**config.mk**
```make
export PLATFORM = sky130hd
export DESIGN_NAME = lsu_bus_arbiter
export DESIGN_NICKNAME = d
export VERILOG_FILES = /design/src/rtl/lsu_bus_arbiter.sv
export SDC_FILE = /design/constraint.sdc
export NUM_CORES = 1
export LEC_CHECK = 0
export ABC_AREA = 1
export CAP_MARGIN = 10
export CORE_ASPECT_RATIO = 1.25
export CORE_MARGIN = 4
export CORE_UTILIZATION = 38
export DETAILED_ROUTE_END_ITERATION = 7
export PLACE_DENSITY = 0.82
export SKIP_CTS_REPAIR_TIMING = 1
export SYNTH_ARGS = -nofsm -noshare
export SYNTH_HDL_FRONTEND = slang
export SYNTH_SLANG_ARGS = --single-unit
```
**constraint.sdc**
```tcl
create_clock -name i_clk -period 2.7 [get_ports i_clk]
set_input_delay 0.675 -clock i_clk [delete_from_list [all_inputs] [get_ports i_clk]]
set_output_delay 0.675 -clock i_clk [all_outputs]
set_load 0.03 [all_outputs]
```
**src/rtl/lsu_bus_arbiter.sv**
```systemverilog
// lsu_bus_arbiter: two-requester arbiter in front of a single LSU port.
// Grants are combinational (zero-cycle request-to-grant). Read data is
// captured from the LSU at the beat and returned one cycle later.
// In the default build, ties are broken round-robin and a requester's burst
// is limited to BURST_MAX beats while the other requester waits.
// Build option: define ARB_FIXED_PRIO_EN to make requester 0 strictly
// higher priority. BURST_MAX and last-owner are then ignored.
//
// state | meaning
// IDLE  | no owner; the next requester (round-robin on a tie) gets the bus
// OWN0  | requester 0 received the most recent beat
// OWN1  | requester 1 received the most recent beat
module lsu_bus_arbiter #(
    parameter int unsigned BURST_MAX = 4
) (
    input  logic        i_clk,
    input  logic        i_reset,

    input  logic        i_m0_req,
    input  logic        i_m0_we,
    input  logic [31:0] i_m0_addr,
    input  logic [31:0] i_m0_wdata,
    input  logic [1:0]  i_m0_op,
    output logic        o_m0_gnt,
    output logic        o_m0_rvalid,
    output logic [31:0] o_m0_rdata,

    input  logic        i_m1_req,
    input  logic        i_m1_we,
    input  logic [31:0] i_m1_addr,
    input  logic [31:0] i_m1_wdata,
    input  logic [1:0]  i_m1_op,
    output logic        o_m1_gnt,
    output logic        o_m1_rvalid,
    output logic [31:0] o_m1_rdata,

    output logic [31:0] o_s_addr,
    output logic [31:0] o_s_wdata,
    output logic [1:0]  o_s_op,
    output logic        o_s_wren,
    input  logic [31:0] i_s_rdata
);

    typedef enum logic [1:0] {
        IDLE = 2'd0,
        OWN0 = 2'd1,
        OWN1 = 2'd2
    } state_t;

    // Counter value at which the owner must yield if the other side waits.
    localparam logic [3:0] CNT_LIMIT = 4'(BURST_MAX - 1);

    state_t      state;
    logic        last_owner;
    logic [3:0]  beat_cnt;
    logic [3:0]  beat_cnt_inc;
    logic        gnt0;
    logic        gnt1;
    logic        rvalid0_q;
    logic        rvalid1_q;
    logic [31:0] rdata0_q;
    logic [31:0] rdata1_q;

    assign beat_cnt_inc = (beat_cnt == 4'hF) ? 4'hF : beat_cnt + 4'd1;

    // Grant decision; grant only ever asserts together with the request.
    always_comb begin
        gnt0 = 1'b0;
        gnt1 = 1'b0;
        if (!i_reset) begin
`ifdef ARB_FIXED_PRIO_EN
            gnt0 = i_m0_req;
            gnt1 = i_m1_req & ~i_m0_req;
`else
            case (state)
                OWN0: begin
                    if (i_m0_req && (beat_cnt < CNT_LIMIT || !i_m1_req))
                        gnt0 = 1'b1;
                    else if (i_m1_req)
                        gnt1 = 1'b1;
                end
                OWN1: begin
                    if (i_m1_req && (beat_cnt < CNT_LIMIT || !i_m0_req))
                        gnt1 = 1'b1;
                    else if (i_m0_req)
                        gnt0 = 1'b1;
                end
                default: begin
                    if (i_m0_req && i_m1_req) begin
                        gnt0 = last_owner;
                        gnt1 = ~last_owner;
                    end else begin
                        gnt0 = i_m0_req;
                        gnt1 = i_m1_req;
                    end
                end
            endcase
`endif
        end
    end

    // Ownership follows whoever got this cycle's beat; the counter restarts
    // whenever ownership changes hands.
    always_ff @(posedge i_clk) begin
        if (i_reset) begin
            state      <= IDLE;
            last_owner <= 1'b1;
            beat_cnt   <= 4'd0;
        end else if (gnt0) begin
            state      <= OWN0;
            last_owner <= 1'b0;
            beat_cnt   <= (state == OWN0) ? beat_cnt_inc : 4'd0;
        end else if (gnt1) begin
            state      <= OWN1;
            last_owner <= 1'b1;
            beat_cnt   <= (state == OWN1) ? beat_cnt_inc : 4'd0;
        end else begin
            state    <= IDLE;
            beat_cnt <= 4'd0;
        end
    end

    // LSU-side mux: granted requester's fields during a beat, zero otherwise.
    always_comb begin
        o_s_addr  = 32'd0;
        o_s_wdata = 32'd0;
        o_s_op    = 2'd0;
        o_s_wren  = 1'b0;
        if (gnt0) begin
            o_s_addr  = i_m0_addr;
            o_s_wdata = i_m0_wdata;
            o_s_op    = i_m0_op;
            o_s_wren  = i_m0_we;
        end else if (gnt1) begin
            o_s_addr  = i_m1_addr;
            o_s_wdata = i_m1_wdata;
            o_s_op    = i_m1_op;
            o_s_wren  = i_m1_we;
        end
    end

    // Capture load data at a read beat and return it to that requester next cycle.
    always_ff @(posedge i_clk) begin
        if (i_reset) begin
            rvalid0_q <= 1'b0;
            rvalid1_q <= 1'b0;
            rdata0_q  <= 32'd0;
            rdata1_q  <= 32'd0;
        end else begin
            rvalid0_q <= gnt0 & ~i_m0_we;
            rvalid1_q <= gnt1 & ~i_m1_we;
            if (gnt0 && !i_m0_we)
                rdata0_q <= i_s_rdata;
            if (gnt1 && !i_m1_we)
                rdata1_q <= i_s_rdata;
        end
    end

    // A response already captured when reset arrives is suppressed immediately
    // rather than leaking out during the reset cycle.
    assign o_m0_gnt    = gnt0;
    assign o_m1_gnt    = gnt1;
    assign o_m0_rvalid = rvalid0_q & ~i_reset;
    assign o_m1_rvalid = rvalid1_q & ~i_reset;
    assign o_m0_rdata  = i_reset ? 32'd0 : rdata0_q;
    assign o_m1_rdata  = i_reset ? 32'd0 : rdata1_q;

endmodule
```
Word-level counts from Yosys, hierarchy flattened
Cells that the tools add are included.

cells by class
  $mul = 0
  order comparisons = 1
  eq/ne operators = 3
  reduce and logical (&&, ||, !) cells = 13
  add/subtract/negate cells = 1
  multiplexer cells = 31
  shift-type cells = 0
  divide/modulo/power cells = 0
  bitwise logic cells = 8

operators with widths
  kind                                                                          count
  32-bit 2-to-1 mux                                                             6
  4-bit 2-to-1 mux                                                              5
  1-bit 2-to-1 mux                                                              15
  2-bit 2-to-1 mux                                                              3
  1-bit logical AND                                                             5
  4-bit by 1-bit adder with 4-bit output, second input constant                 1
  1-bit AND                                                                     4
  4-bit equality test, second input constant                                    1
  1-bit logical NOT                                                             4
  4-bit by 2-bit less-than comparator with 1-bit output, second input constant  1
  1-bit inverter                                                                4
  1-bit one-hot mux with 2 select lines                                         2
  2-bit by 1-bit equality test with 1-bit output, second input constant         1
  2-bit equality test, second input constant                                    1
  1-bit logical OR                                                              2
  2-bit nonzero test                                                            1
  2-bit OR reduction                                                            1

storage, ports and cells
  RAM bits = 0
  input port bits = 170
  bits in latches = 0
  word-level logic and storage cells = 65
  memories = 0
  flip-flop bits (word level) = 73
  memory bits (read-only) = 0

Logic depth before layout (Yosys ltp)
  word-level depth = 8
  mapped depth = 12
  mapped depth without buffers = 11

Least setup slack after synthesis
OpenSTA, ideal clock, no wires.

  path kind = input -> output
  start = input i_reset
  end = output o_s_wren
  path buffers = 3
  data arrival time = 1.989 ns
  cell stages on the path = 6
  path slack = 0.036 ns
  cell sequence = clkbuf_1 > inv_1 > buf_4 > clkbuf_1 > nand4_1 > a21oi_1

between the ends
  cells in the longest elaborated chain, start to end = 3

RTL lines
  what                line  RTL
  start, declared     17    input logic i_reset,
  1-bit 2-to-1 mux    70    if (!i_reset) begin
  1-bit 2-to-1 mux    134   end else if (gnt1) begin
  1-bit 2-to-1 mux *  129   if (gnt0) begin
  end, declared       40    output logic o_s_wren,

Every way passes the cells marked *; elsewhere a longest branch is shown, timed or not.

Final worst setup path
  start = register beat_cnt[0]
  end = output o_s_wdata[31]

between the ends
  cells in the longest elaborated chain, start to end = 8

RTL lines
  what                                                     line    RTL
  start, declared                                          55      logic [3:0] beat_cnt;
  start signal, assigned                                   112     beat_cnt <= (state == OWN0) ? beat_cnt_inc : 4'd0;
  start signal, assigned                                   116     beat_cnt <= (state == OWN1) ? beat_cnt_inc : 4'd0;
  4-bit by 2-bit less-than comparator with 1-bit output *  77, 83
  1-bit logical OR, on equally long branches               83, 77
  1-bit logical AND, on equally long branches              83, 77
  1-bit 2-to-1 mux, on equally long branches               83, 77
  1-bit one-hot mux with 2 select lines                    75      case (state)
  1-bit 2-to-1 mux                                         70
  32-bit 2-to-1 mux                                        134
  32-bit 2-to-1 mux *                                      129
  end, declared                                            38      output logic [31:0] o_s_wdata,

Marks and branches as above.

==> results.txt <==
----------------------------------------------------
[GRT]
  Remaining global-route overflow ... 0
  First-pass GRT wire length ... 27400 um
  GRT Resource Usage Total ... 0.235
  Largest net degree at the start of global routing ... 60
  Initial antenna violation count ... 0
  Via count of the first global-routing pass ... 5434

[Route]
  Residual DRC ... 0
  Vias per Instance ... 4.94
  Length of the first detailed-routing pass in iterations ... 6
  Post-detailed-route count of antenna-violating nets ... 0
  Wirelength, routed ... 20400 um
  Starting DRT DRC Count ... 266
  Via total after detailed routing ... 6083
  Routed len/inst ... 16.5 um

[Worst setup path]
  Critical Path Stages ... 12
  Kind of end point of the critical path ... output pin
  Endpoint of the worst setup timing path ... o_s_wdata[31]
  Worst setup startpoint ... beat_cnt[0]
  Crit path arrival time ... 2.14 ns
  Worst R2R Setup Slack ... 0.65 ns
  Worst Path Class, Setup ... flip-flop to output pin
  Count of buffering cells on the critical path with inverters included ... 3
  WP data required ... 2.03 ns
  R2R Path Start ... beat_cnt[0]
  CP top delay family ... simple AND/OR/NAND/NOR gates
  Worst R2R End ... rdata1_q[16]
  Cell type of the slowest stage on the worst timing path ... sky130_fd_sc_hd__dfxtp_2
  Maximum fanout encountered on the critical timing path ... 10
  Largest stage delay on the critical path ... 0.34 ns
  Type of origin of the critical path ... flip-flop
  Number of cells on the worst reg-to-reg path ... 15
  CP Cell Sequence ... ha_4 > nor2_4 > nand2_1 > nand2_1 > nand3_2 > nand3_2 > nand3_4 > clkinv_8 > buf_6 > nand2_2 > o21ai_2 > buf_12

[Floorplanning]
  Die Span Y ... 135 um
  Initial cell density of the core ... 0.388
  Standard-cell rows ... 46
  Area inside the core boundary ... 12700 um^2
  Die area ... 14900 um^2
  Overall die width ... 110 um
  Top-level I/O count ... 305

[Synthesis]
  Net count after synthesis ... 910
  Dominant combinational cell family by area after synthesis ... simple AND/OR/NAND/NOR gates
  Synthesized-area fraction occupied by adder cells ... 0.00760
  Area share of and/or/nand/nor cells after synthesis ... 0.416
  Number of library cell types mapped by synthesis ... 26
  Average cell area after synthesis ... 6.70 um^2
  Sequential-to-total area share from yosys stat ... 0.296
  Flip-flop and latch count after synthesis ... 73
  Xor/xnor cell area share of the yosys netlist ... 0
  Post-synthesis instance area ... 4940 um^2
  Gate count of the mapped netlist ... 737
  Mux cell area share after synthesis ... 0
  Compound-Gate Fraction of Synth Area ... 0.129
  Number of warning messages in the yosys log ... 0

[Final layout]
  Fraction of layout instances using a drive strength above 1 ... 0.347
  Area added between synthesis and finish ... 86.5%
  Filler cell count in the final layout ... 961
  Diodes inserted ... 0
  Most used cells in the layout excluding fill and tap cells ... sky130_fd_sc_hd__nand2_1 (210), sky130_fd_sc_hd__clkdlybuf4s50_1 (181), sky130_fd_sc_hd__buf_4 (87)
  Leading cell type in the layout, fill and taps excluded ... sky130_fd_sc_hd__nand2_1
  Count of nets after finishing ... 1232

[Timing]
  Final Hold Fails ... 0
  Worst-Margin Slew ... 0.364 ns
  Clock tree skew after final layout ... 0.00557 ns
  Pins Over Slew Limit ... 0
  Peak clock frequency supported by timing ... 355 MHz
  Headroom to the max-slew limit ... 0.758
  Post-layout min period ... 2.82 ns
  Final worst path period share ... 1.04
  Finish-stage setup viols ... 67
  RSZ-0062 raised after global routing ... true
  Setup total negative slack ... -3.78 ns
  Slack of the critical path ... -0.118 ns

[Min path]
  Cell depth of the worst hold path ... 4
  Hold crit path type ... flip-flop to flip-flop

[Clock tree]
  Maximum root-to-sink buffer count ... 2
  TritonCTS clock tree ... done
  Register clock-pin slew on the reported worst setup and hold paths ... 0.06 ns
  Clock root buffer ... sky130_fd_sc_hd__clkbuf_16
  Sink Count ... 73
  Insertion delay to the later sink of the worst-skew pair ... 0.33 ns
  Total clock buffers created by CTS ... 9
  H-Tree Depth ... 3

[Power and ir drop]
  Power per unit of standard cell area ... 1170 nW/um^2
  Post-layout power ... 10.8 mW
  Leakage power ... 4.14 nW
  Worst VDD drop ... 797 uV

[Run status]
  Result of the run ... finished, violations left
  Violated checks ... setup timing

[Place]
  Detailed placer's ending HPWL ... 14400 um
  Final RePlAce weighted congestion ... 0.831
  Buffers added on ports ... 304

[Run]
  Max-capacitance violation count ... 0

----------------------------------------------------
## how the worst min path moves through the flow
stage | start | endpoint | slack, ns
3_3_place_gp | rdata0_q[18] | rdata0_q[18] | 0.50
6_report | rdata0_q[3] | rdata0_q[3] | 0.52
5_1_grt | rdata1_q[22] | rdata1_q[22] | 0.53
4_1_cts | rdata0_q[3] | rdata0_q[3] | 0.52
2_1_floorplan | last_owner | last_owner | 0.50
3_5_place_dp | rdata0_q[3] | rdata0_q[3] | 0.51
## metrics by stage
step / worst slack (ns) / cells / instance area [um^2] / util / hold WS [ns]
after floorplan: 0.0361 / 737 / 4940 / - / 0.495
after global placement: -0.409 / 1198 / 8160 / 0.641 / 0.502
after detailed placement: -0.431 / 1198 / 8160 / 0.641 / 0.508
after CTS: -0.438 / 1214 / 8500 / 0.668 / 0.518
after global routing: -0.219 / 1232 / 9210 / 0.724 / 0.531
final: -0.118 / 1232 / 9210 / 0.724 / 0.517
## where the power goes
part / switching [mW] / leakage [nW] / internal [mW]
Combinational: 4.42 / 3.37 / 3.60
Sequential: 0.0773 / 0.598 / 1.35
Clock: 0.452 / 0.170 / 0.903
Total: 4.95 / 4.14 / 5.85
## layer usage
layer | global-route usage | up-vias | wire [um]
met5 | 0 | - | 0
met4 | 0.0638 | 0 | 697
met3 | 0.0935 | 57 | 2250
met2 | 0.418 | 288 | 10000
met1 | 0.256 | 2759 | 7390
li1 | - | 2979 | -
## synth_stat cells (all sizes together)
master	number	area share
clkbuf	19	0.016
buf	40	0.069
nand3	8	0.014
nand4	73	0.095
a21oi	1	0.0010
o21bai	1	0.0015
o21ai	72	0.13
ha	3	0.0076
nor2	80	0.063
inv	87	0.067
dfxtp	73	0.30
nand2	280	0.24
## worst reg2reg max path: stages (launching register included)
cell	delay, ns
sky130_fd_sc_hd__dfxtp_2	0.34
sky130_fd_sc_hd__ha_4	0.17
sky130_fd_sc_hd__nor2_4	0.15
sky130_fd_sc_hd__nand2_1	0.07
sky130_fd_sc_hd__nand2_1	0.10
sky130_fd_sc_hd__nand2_1	0.08
sky130_fd_sc_hd__nand2_2	0.08
sky130_fd_sc_hd__nand3_4	0.12
sky130_fd_sc_hd__buf_12	0.18
sky130_fd_sc_hd__buf_12	0.12
sky130_fd_sc_hd__nand3_2	0.06
sky130_fd_sc_hd__buf_4	0.13
sky130_fd_sc_hd__nor2_4	0.04
sky130_fd_sc_hd__buf_12	0.16
sky130_fd_sc_hd__nand2_1	0.12
sky130_fd_sc_hd__nand2_1	0.05
## logic make-up after synthesis
logic type	count (synthesis)
AOI/OAI and AO/OA	74
adders and majority gates	3
buffers and inverters	146
DFF	73
and+or+nand+nor	441
## state kept, by name, indices dropped and copies added, names as in the netlist
name	count
beat_cnt	4
last_owner	1
rdata0_q	32
rdata1_q	32
rvalid0_q	1
rvalid1_q	1
state	2
## final cells by class
type,instances,area [um^2],share of cell area
repair buffers,369,4000,0.434
flip-flops and latches,73,1460,0.159
inverters,87,339,0.0368
well taps,168,210,0.0228
repair inverters,1,11.3,0.00122
clock inverters,7,118,0.0128
clock buffers,9,225,0.0245
multi-input cells,518,2840,0.309
Power figures use the tool's default switching activity.
